--- config.mk ---
export PLATFORM = sky130hd
export DESIGN_NAME = cbus_rr_arbiter_flat
export DESIGN_NICKNAME = d
export VERILOG_FILES = /design/src/rtl/cbus_rr_arbiter_if.sv /design/src/rtl/cbus_rr_arbiter.sv /design/src/flat_wrapper.sv
export SDC_FILE = /design/constraint.sdc
export NUM_CORES = 1
export LEC_CHECK = 0
export ABC_AREA = 1
export BUFFER_PORTS_ARGS = -buffer_cell sky130_fd_sc_hd__buf_2
export CAP_MARGIN = 20
export CORE_AREA = 8 8 128 130
export DETAILED_ROUTE_END_ITERATION = 10
export DIE_AREA = 0 0 136 138
export PLACE_DENSITY = 0.52
export SYNTH_ARGS = -nofsm -noshare
export SYNTH_HDL_FRONTEND = slang
export SYNTH_SLANG_ARGS = --single-unit
--- constraint.sdc ---
create_clock -name clk -period 1.9 [get_ports clk]
set_input_delay 0.095 -clock clk [delete_from_list [all_inputs] [get_ports clk]]
set_output_delay 0.095 -clock clk [all_outputs]
set_load 0.02 [all_outputs]
--- src/rtl/cbus_rr_arbiter_if.sv ---
// CBus request/response types and the arbiter's port bundle.
// Requesters and the external bus share one interface instance.
package cbus_pkg;
  typedef struct packed {
    logic        valid;
    logic        is_write;
    logic [2:0]  size;
    logic [31:0] addr;
    logic [3:0]  strobe;
    logic [31:0] data;
    logic [7:0]  len;
  } cbus_req_t;

  typedef struct packed {
    logic        ready;
    logic        last;
    logic [31:0] data;
  } cbus_resp_t;
endpackage

interface cbus_rr_arbiter_if #(
  parameter int N = 2
);
  import cbus_pkg::*;

  cbus_req_t  [N-1:0] ireqs;
  cbus_resp_t [N-1:0] iresps;
  cbus_req_t          oreq;
  cbus_resp_t         oresp;

  modport slave (
    input  ireqs,
    input  oresp,
    output iresps,
    output oreq
  );

  modport master (
    output ireqs,
    output oresp,
    input  iresps,
    input  oreq
  );
endinterface

--- src/rtl/cbus_rr_arbiter.sv ---
// Round-robin CBus arbiter: one grant per burst, held until the last
// beat is accepted; rotation starts after the last completed grant.
module cbus_rr_arbiter
  import cbus_pkg::*;
#(
  parameter int NUM_INPUTS = 2
) (
  input logic              clk,
  input logic              reset,
  cbus_rr_arbiter_if.slave bus
);
  localparam int W = $clog2(NUM_INPUTS);
  localparam logic [W-1:0] MAX = W'(NUM_INPUTS - 1);

  typedef enum logic {
    IDLE,
    BUSY
  } state_t;

  state_t       state;
  state_t       state_n;
  logic [W-1:0] idx;
  logic [W-1:0] idx_n;
  logic [W-1:0] last_idx;
  logic [W-1:0] last_idx_n;
  logic [W-1:0] pick;
  logic         hit;

  // Wrap by compare so non-power-of-two counts never reach MAX+1.
  always_comb begin : scan
    logic [W-1:0] c;
    c    = last_idx;
    pick = '0;
    hit  = 1'b0;
    for (int k = 0; k < NUM_INPUTS; k++) begin
      c = (c == MAX) ? '0 : c + 1'b1;
      if (!hit && bus.ireqs[c].valid) begin
        hit  = 1'b1;
        pick = c;
      end
    end
  end

  always_ff @(posedge clk) begin
    if (reset) begin
      state    <= IDLE;
      idx      <= '0;
      last_idx <= MAX;
    end else begin
      state    <= state_n;
      idx      <= idx_n;
      last_idx <= last_idx_n;
    end
  end

  always_comb begin
    state_n    = state;
    idx_n      = idx;
    last_idx_n = last_idx;
    bus.oreq   = '0;
    bus.iresps = '0;
    unique case (state)
      IDLE: begin
        if (hit) begin
          state_n = BUSY;
          idx_n   = pick;
        end
      end
      BUSY: begin
        bus.iresps[idx] = bus.oresp;
        // A withdrawn requester frees the bus without moving the pointer.
        if (!bus.ireqs[idx].valid) begin
          state_n = IDLE;
        end else begin
          bus.oreq = bus.ireqs[idx];
          if (bus.oresp.ready && bus.oresp.last) begin
            state_n    = IDLE;
            last_idx_n = idx;
          end
        end
      end
    endcase
  end
endmodule

--- src/flat_wrapper.sv ---
// flat-port wrapper written by rule: the top's interface ports become plain ports
module cbus_rr_arbiter_flat import cbus_pkg::*;
#(
  parameter int NUM_INPUTS = 2
)
  (clk, reset, bus_ireqs, bus_oresp, bus_iresps, bus_oreq);
  cbus_rr_arbiter_if #(.N(2)) bus_i ();
  input logic clk;
  input logic reset;
  input wire logic [$bits(bus_i.ireqs)-1:0] bus_ireqs;
  input wire logic [$bits(bus_i.oresp)-1:0] bus_oresp;
  output wire logic [$bits(bus_i.iresps)-1:0] bus_iresps;
  output wire logic [$bits(bus_i.oreq)-1:0] bus_oreq;
  assign bus_i.ireqs = bus_ireqs;
  assign bus_i.oresp = bus_oresp;
  assign bus_iresps = bus_i.iresps;
  assign bus_oreq = bus_i.oreq;
  cbus_rr_arbiter #(.NUM_INPUTS(NUM_INPUTS)) u_core (.clk(clk), .reset(reset), .bus(bus_i));
endmodule
==> results of run 1 <==
==> cell families after synthesis <==
family / count (synthesis) / share of synthesized area
AND/OR/NAND/NOR: 242 / 0.530
AO/OA/AOI/OAI: 83 / 0.240
buffers and inverters: 70 / 0.195
flip-flops: 3 / 0.0347
==> worst paths after layout <==
path                      to  slack (ns)             from  depth (start not counted)
min reg2reg  u_core.last_idx        0.46  u_core.last_idx                          2
max            bus_iresps[5]        0.28       u_core.idx                          6
max reg2reg  u_core.last_idx        0.95       u_core.idx                          3
min               u_core.idx        0.05            reset                          2
==> state kept, by name (all words and copies together) (netlist names) <==
register,count
u_core.idx,1
u_core.last_idx,1
u_core.state,1
==> per-stage QoR <==
| stage | std cells | cell area [sq um] | power, mW | util |
|---|---|---|---|---|
| 6_report | 909 | 3700 | 1.29 | 0.259 |
| 5_1_grt | 909 | 3700 | 1.40 | 0.259 |
| 4_1_cts | 909 | 3700 | 1.31 | 0.259 |
| 3_5_place_dp | 905 | 3620 | 0.967 | 0.253 |
| 3_3_place_gp | 905 | 3620 | 0.968 | 0.253 |
| 2_1_floorplan | 398 | 1730 | 0.562 | - |
==> metal layers <==
layer  vias up  share of wire  GRT usage
met5         -              0          0
met4         0         0.0064     0.0214
met3         6          0.090     0.0272
met2       163           0.54      0.227
met1      1498           0.37      0.124
li1       1866              -          -
==> cells in the mapped netlist <==
| master | instances |
|---|---|
| inv_2 | 2 |
| buf_6 | 8 |
| nand2_1 | 168 |
| nand2_2 | 1 |
| nor2_1 | 68 |
| dfxtp_1 | 3 |
| inv_1 | 37 |
| o21ai_0 | 1 |
| clkbuf_1 | 11 |
| a21oi_1 | 82 |
| nand3_1 | 5 |
| buf_2 | 12 |
==> cell usage in the layout (no fill, tap or decap) <==
master and n:
clkbuf_16 3, buf_4 3, inv_2 2, dfxtp_1 2, dfxtp_2 1, buf_2 346
nand3_1 5, nor2_1 68, a21oi_1 82, buf_12 5, nand2_1 168, nand2_2 1
inv_1 37, o21ai_0 1, clkbuf_1 1
==> final cells by class <==
type / count / area [sq um] / area share
Timing Repair Buffer: 354 / 1850 / 0.501
Inverter: 39 / 146 / 0.0395
Sequential cell: 3 / 61.3 / 0.0166
Multi-Input combinational cell: 325 / 1330 / 0.360
Clock buffer: 4 / 78.8 / 0.0213
Tap cell: 184 / 230 / 0.0622
==> worst max-delay path, cell delays in order (launching register included) <==
cell and delay [ns]:
dfxtp_2 0.34, inv_2 0.10, buf_12 0.23, nand2_1 0.14
buf_12 0.19, nor2_1 0.11, buf_2 0.18
==> power breakdown <==
part,leakage [nW],switching [mW],internal [mW]
combinational,2.48,0.535,0.349
clock,0.0382,0.0575,0.277
sequential,0.0251,0.00491,0.0679
==> impl_metrics.env, run 1 <==
export IMPL_status="finished, final reports clean"
export IMPL_hp_class="in2reg"
export IMPL_whs_ns=0.0541
export IMPL_syn_area_sq_um=1730
export IMPL_grt_pass1_wl_mm=18.1
export IMPL_avgSynthCellArea_sq_um=4.35
export IMPL_portBuffers=346
export IMPL_drt_wl_total_mm=12.2
export IMPL_num_vias=3533
export IMPL_nNetsFinal=924
export IMPL_grt_pass1_vias=3481
export IMPL_synth_top_cell_area_share=0.364
export IMPL_cp_required_ns=1.80
export IMPL_ys_warnings_count=0
export IMPL_cts_setup_buffers=0
export IMPL_dr_first_iter_drc_count=158
export IMPL_setup_ws_ns=0.278
export IMPL_path_max_fanout=62
export IMPL_synth_seq_area_share=0.0347
export IMPL_clk_latency_ns=0.22
export IMPL_rsz0062_at_grt="no"
export IMPL_routabilityCongestion=0.819
export IMPL_fin_skew_ns=0.00101
export IMPL_post_synth_inst_count=398
export IMPL_tightest_slew_ns=0.352
export IMPL_start_util=0.121
export IMPL_worst_setup_path_start_kind="flop"
export IMPL_drt_pass1_iterations=6
export IMPL_period_share=0.854
export IMPL_max_cap_viol_count=0
export IMPL_synth_fp_nets=596
export IMPL_setup_tns_final_ns=0
export IMPL_diodes=0
export IMPL_relSlewSlack=0.765
export IMPL_cts_tree="built"
export IMPL_crit_type="reg2out"
export IMPL_h_tree_depth=1
export IMPL_dp_slack_ns=0.488
export IMPL_area_growth_pct=114
export IMPL_synthDistinctLibCells=12
export IMPL_cts_buffers=3
export IMPL_cts_root_buf="clkbuf_16"
export IMPL_core_area_sq_um=14300
export IMPL_synthTopCellsByArea="nand2_1, a21oi_1, nor2_1"
export IMPL_drtAntennaViolNets=0
export IMPL_synth_largest_area_cell="nand2_1"
export IMPL_drc=0
export IMPL_cts_repair_resized=0
export IMPL_io_pins=347
export IMPL_post_drt_via_cell_ratio=3.89
export IMPL_die_area_sq_um=18800
export IMPL_synth_seq_cells=3
export IMPL_hpwlAfterDp_mm=10.4
export IMPL_wire_per_inst_microns=13.4
export IMPL_drive_above_1_share=0.498
export IMPL_grt_overflow=0
export IMPL_final_hold_viol_count=0
export IMPL_cts_sinks=3
export IMPL_setup_viol=0
export IMPL_p_per_area_nw_per_um2=349
export IMPL_fill_cells=1699
export IMPL_die_h_microns=138
export IMPL_grt_total_usage=0.117
export IMPL_clkTransAtPathRegs_ns=0.03
export IMPL_irDropWorstVdd_uv=304
export IMPL_slew_viol_final=0
export IMPL_fin_crit_ns=1.62
export IMPL_rows=44
export IMPL_grt_max_degree=63
export IMPL_cts_hold_buf=0
export IMPL_fmax_mhz=617
export IMPL_antenna_found_initial=0
export IMPL_power_leakage_nw=2.54
export IMPL_die_x_microns=136
export IMPL_clock_path_buffers=2
export IMPL_end_kind="output port"
export IMPL_crit_arrival_ns=1.53
(Power assumes the default switching activity.)
==> run 2: changes to the inputs <==
--- a/config.mk
+++ b/config.mk
@@ -7,10 +7,11 @@
 export LEC_CHECK = 0
 export ABC_AREA = 1
 export BUFFER_PORTS_ARGS = -buffer_cell sky130_fd_sc_hd__buf_2
-export CAP_MARGIN = 20
+export CAP_MARGIN = 10
 export CORE_AREA = 8 8 128 130
 export DETAILED_ROUTE_END_ITERATION = 10
 export DIE_AREA = 0 0 136 138
+export MAX_ROUTING_LAYER = met4
 export PLACE_DENSITY = 0.52
 export SYNTH_ARGS = -nofsm -noshare
 export SYNTH_HDL_FRONTEND = slang
==> run 2 against run 1 <==
- combinational power is essentially flat
- largest cell class unchanged
- clock skew about the same
- non-clock buffer count unchanged
- hold slack hardly changed
- critical path type unchanged
- clock-buffer cell count unchanged
- largest power group unchanged
- critical path depth stayed put
- die area did not move
- routed wire length decreased by 0.39%
- total power about the same
- sequential share of layout area unchanged
- critical endpoint unchanged
- fmax down 0.34%
==> impl_metrics.env, run 2 (synthesized netlist as in run 1, its figures left out) <==
export IMPL_status="finished, final reports clean"
export IMPL_drc=0
export IMPL_setup_tns_final_ns=0
export IMPL_slew_viol_final=0
export IMPL_cts_setup_buffers=0
export IMPL_crit_type="reg2out"
export IMPL_crit_arrival_ns=1.53
export IMPL_combPwrFrac=0.685
export IMPL_nNetsFinal=924
export IMPL_rsz0062_at_grt="no"
export IMPL_io_pins=347
export IMPL_swShare=0.462
export IMPL_cts_root_buf="clkbuf_16"
export IMPL_grt_overflow=0
export IMPL_dr_first_iter_drc_count=181
export IMPL_whs_ns=0.0546
export IMPL_power_switching_uw=596
export IMPL_p_int_uw=693
export IMPL_routabilityCongestion=0.827
export IMPL_power_frac_seq=0.056
export IMPL_grt_max_degree=63
export IMPL_stdcell_count=909
export IMPL_drt_met1_wl_mm=4.66
export IMPL_cts_hold_buf=0
export IMPL_hpwlAfterDp_mm=10.4
export IMPL_drive_above_1_share=0.498
export IMPL_grt_pass1_wl_mm=18.1
export IMPL_worst_r2r_cell_count=3
export IMPL_p_per_area_nw_per_um2=348
export IMPL_met2WireLength_mm=6.54
export IMPL_dp_slack_ns=0.488
export IMPL_setup_viol=0
export IMPL_portBuffers=346
export IMPL_irDropWorstVdd_uv=304
export IMPL_clkTransAtPathRegs_ns=0.03
export IMPL_die_area_sq_um=18800
export IMPL_critPathLaunch="u_core.idx"
export IMPL_fill_cells=1699
export IMPL_max_cap_viol_count=0
export IMPL_holdPathEnd="u_core.idx"
export IMPL_hp_class="in2reg"
export IMPL_fin_util=0.259
export IMPL_power_leakage_nw=2.54
export IMPL_grt_total_usage=0.120
export IMPL_reg_largest_list="u_core.idx (1), u_core.last_idx (1), u_core.state (1)"
export IMPL_cts_sinks=3
export IMPL_worst_setup_path_start_kind="flop"
export IMPL_start_util=0.121
export IMPL_tightest_slew_ns=0.350
export IMPL_drt_pass1_iterations=5
export IMPL_grt_pass1_vias=3490
export IMPL_post_drt_via_cell_ratio=3.89
export IMPL_end_kind="output port"
export IMPL_num_vias=3536
export IMPL_path_max_fanout=62
export IMPL_wl_met3_microns=835
export IMPL_rows=44
export IMPL_wire_per_inst_microns=13.3
export IMPL_fin_skew_ns=0.000596
export IMPL_reg2reg_setup_slack_ns=0.95
export IMPL_fin_crit_ns=1.63
export IMPL_dpl_cell_count=905
export IMPL_area_growth_pct=114
export IMPL_die_x_microns=136
export IMPL_r2r_start="u_core.idx"
export IMPL_fmax_mhz=615
export IMPL_antenna_found_initial=0
export IMPL_relSlewSlack=0.767
export IMPL_cts_buffers=3
export IMPL_final_common_cell="buf_2"
export IMPL_diodes=0
export IMPL_clkPwrFrac=0.259
export IMPL_r2r_end="u_core.last_idx"
export IMPL_hp_start="reset"
export IMPL_core_area_sq_um=14300
export IMPL_die_h_microns=138
export IMPL_cts_tree="built"
export IMPL_drt_wl_total_mm=12.1
export IMPL_clock_path_buffers=2
export IMPL_final_hold_viol_count=0
export IMPL_cp_required_ns=1.80
export IMPL_final_cell_mix="buf_2, nand2_1, a21oi_1"
export IMPL_cts_repair_resized=0
export IMPL_period_share=0.856
export IMPL_clk_latency_ns=0.22
export IMPL_h_tree_depth=1
export IMPL_highest_layer="met4"
export IMPL_drtAntennaViolNets=0
export IMPL_setup_ws_ns=0.273
export IMPL_min_path_cells=2
run 2: routing by layer:
layer	vias up	GRT usage
met3	6	0.0141
met2	167	0.227
met5	-	-
met1	1497	0.132
met4	0	0.0214
li1	1866	-
run 2: power by group through the flow:
stage / combinational [mW] / sequential [mW] / clock, mW
2_1_floorplan: 0.491 / 0.0716 / 0
3_3_place_gp: 0.895 / 0.0736 / 0
3_5_place_dp: 0.894 / 0.0736 / 0
4_1_cts: 0.896 / 0.0728 / 0.339
5_1_grt: 0.978 / 0.0739 / 0.344
6_report: 0.883 / 0.0728 / 0.334
run 2: worst max-delay path by stage:
| stage | slack [ns] | endpoint | cells after the start |
|---|---|---|---|
| floorplan | 0.51 | bus_oreq[0] | 6 |
| global placement | 0.53 | bus_oreq[61] | 7 |
| detailed placement | 0.49 | bus_iresps[27] | 6 |
| CTS | 0.26 | bus_iresps[5] | 6 |
| global route | 0.13 | bus_iresps[16] | 6 |
| finish | 0.27 | bus_iresps[5] | 6 |
run 2: worst max-delay path: stages, from the launching register on:
cell and delay, ns:
dfxtp_2 0.34, inv_2 0.10, buf_12 0.24, nand2_1 0.14, buf_12 0.19, nor2_1 0.11
buf_2 0.18
run 2: area by class of cell:
type                       instances  area [sq um]  share of cell area
clock buffer                       4          78.8              0.0213
inverter                          39           146              0.0395
multi-input combinational        325          1330               0.360
sequential                         3          61.3              0.0166
tap                              184           230              0.0622
timing repair buffer             354          1850               0.501
run 2: stage by stage:
stage / cell area, sq um / power, mW
floorplan: 1730 / 0.562
global placement: 3620 / 0.968
detailed placement: 3620 / 0.967
CTS: 3700 / 1.31
global route: 3700 / 1.40
finish: 3700 / 1.29
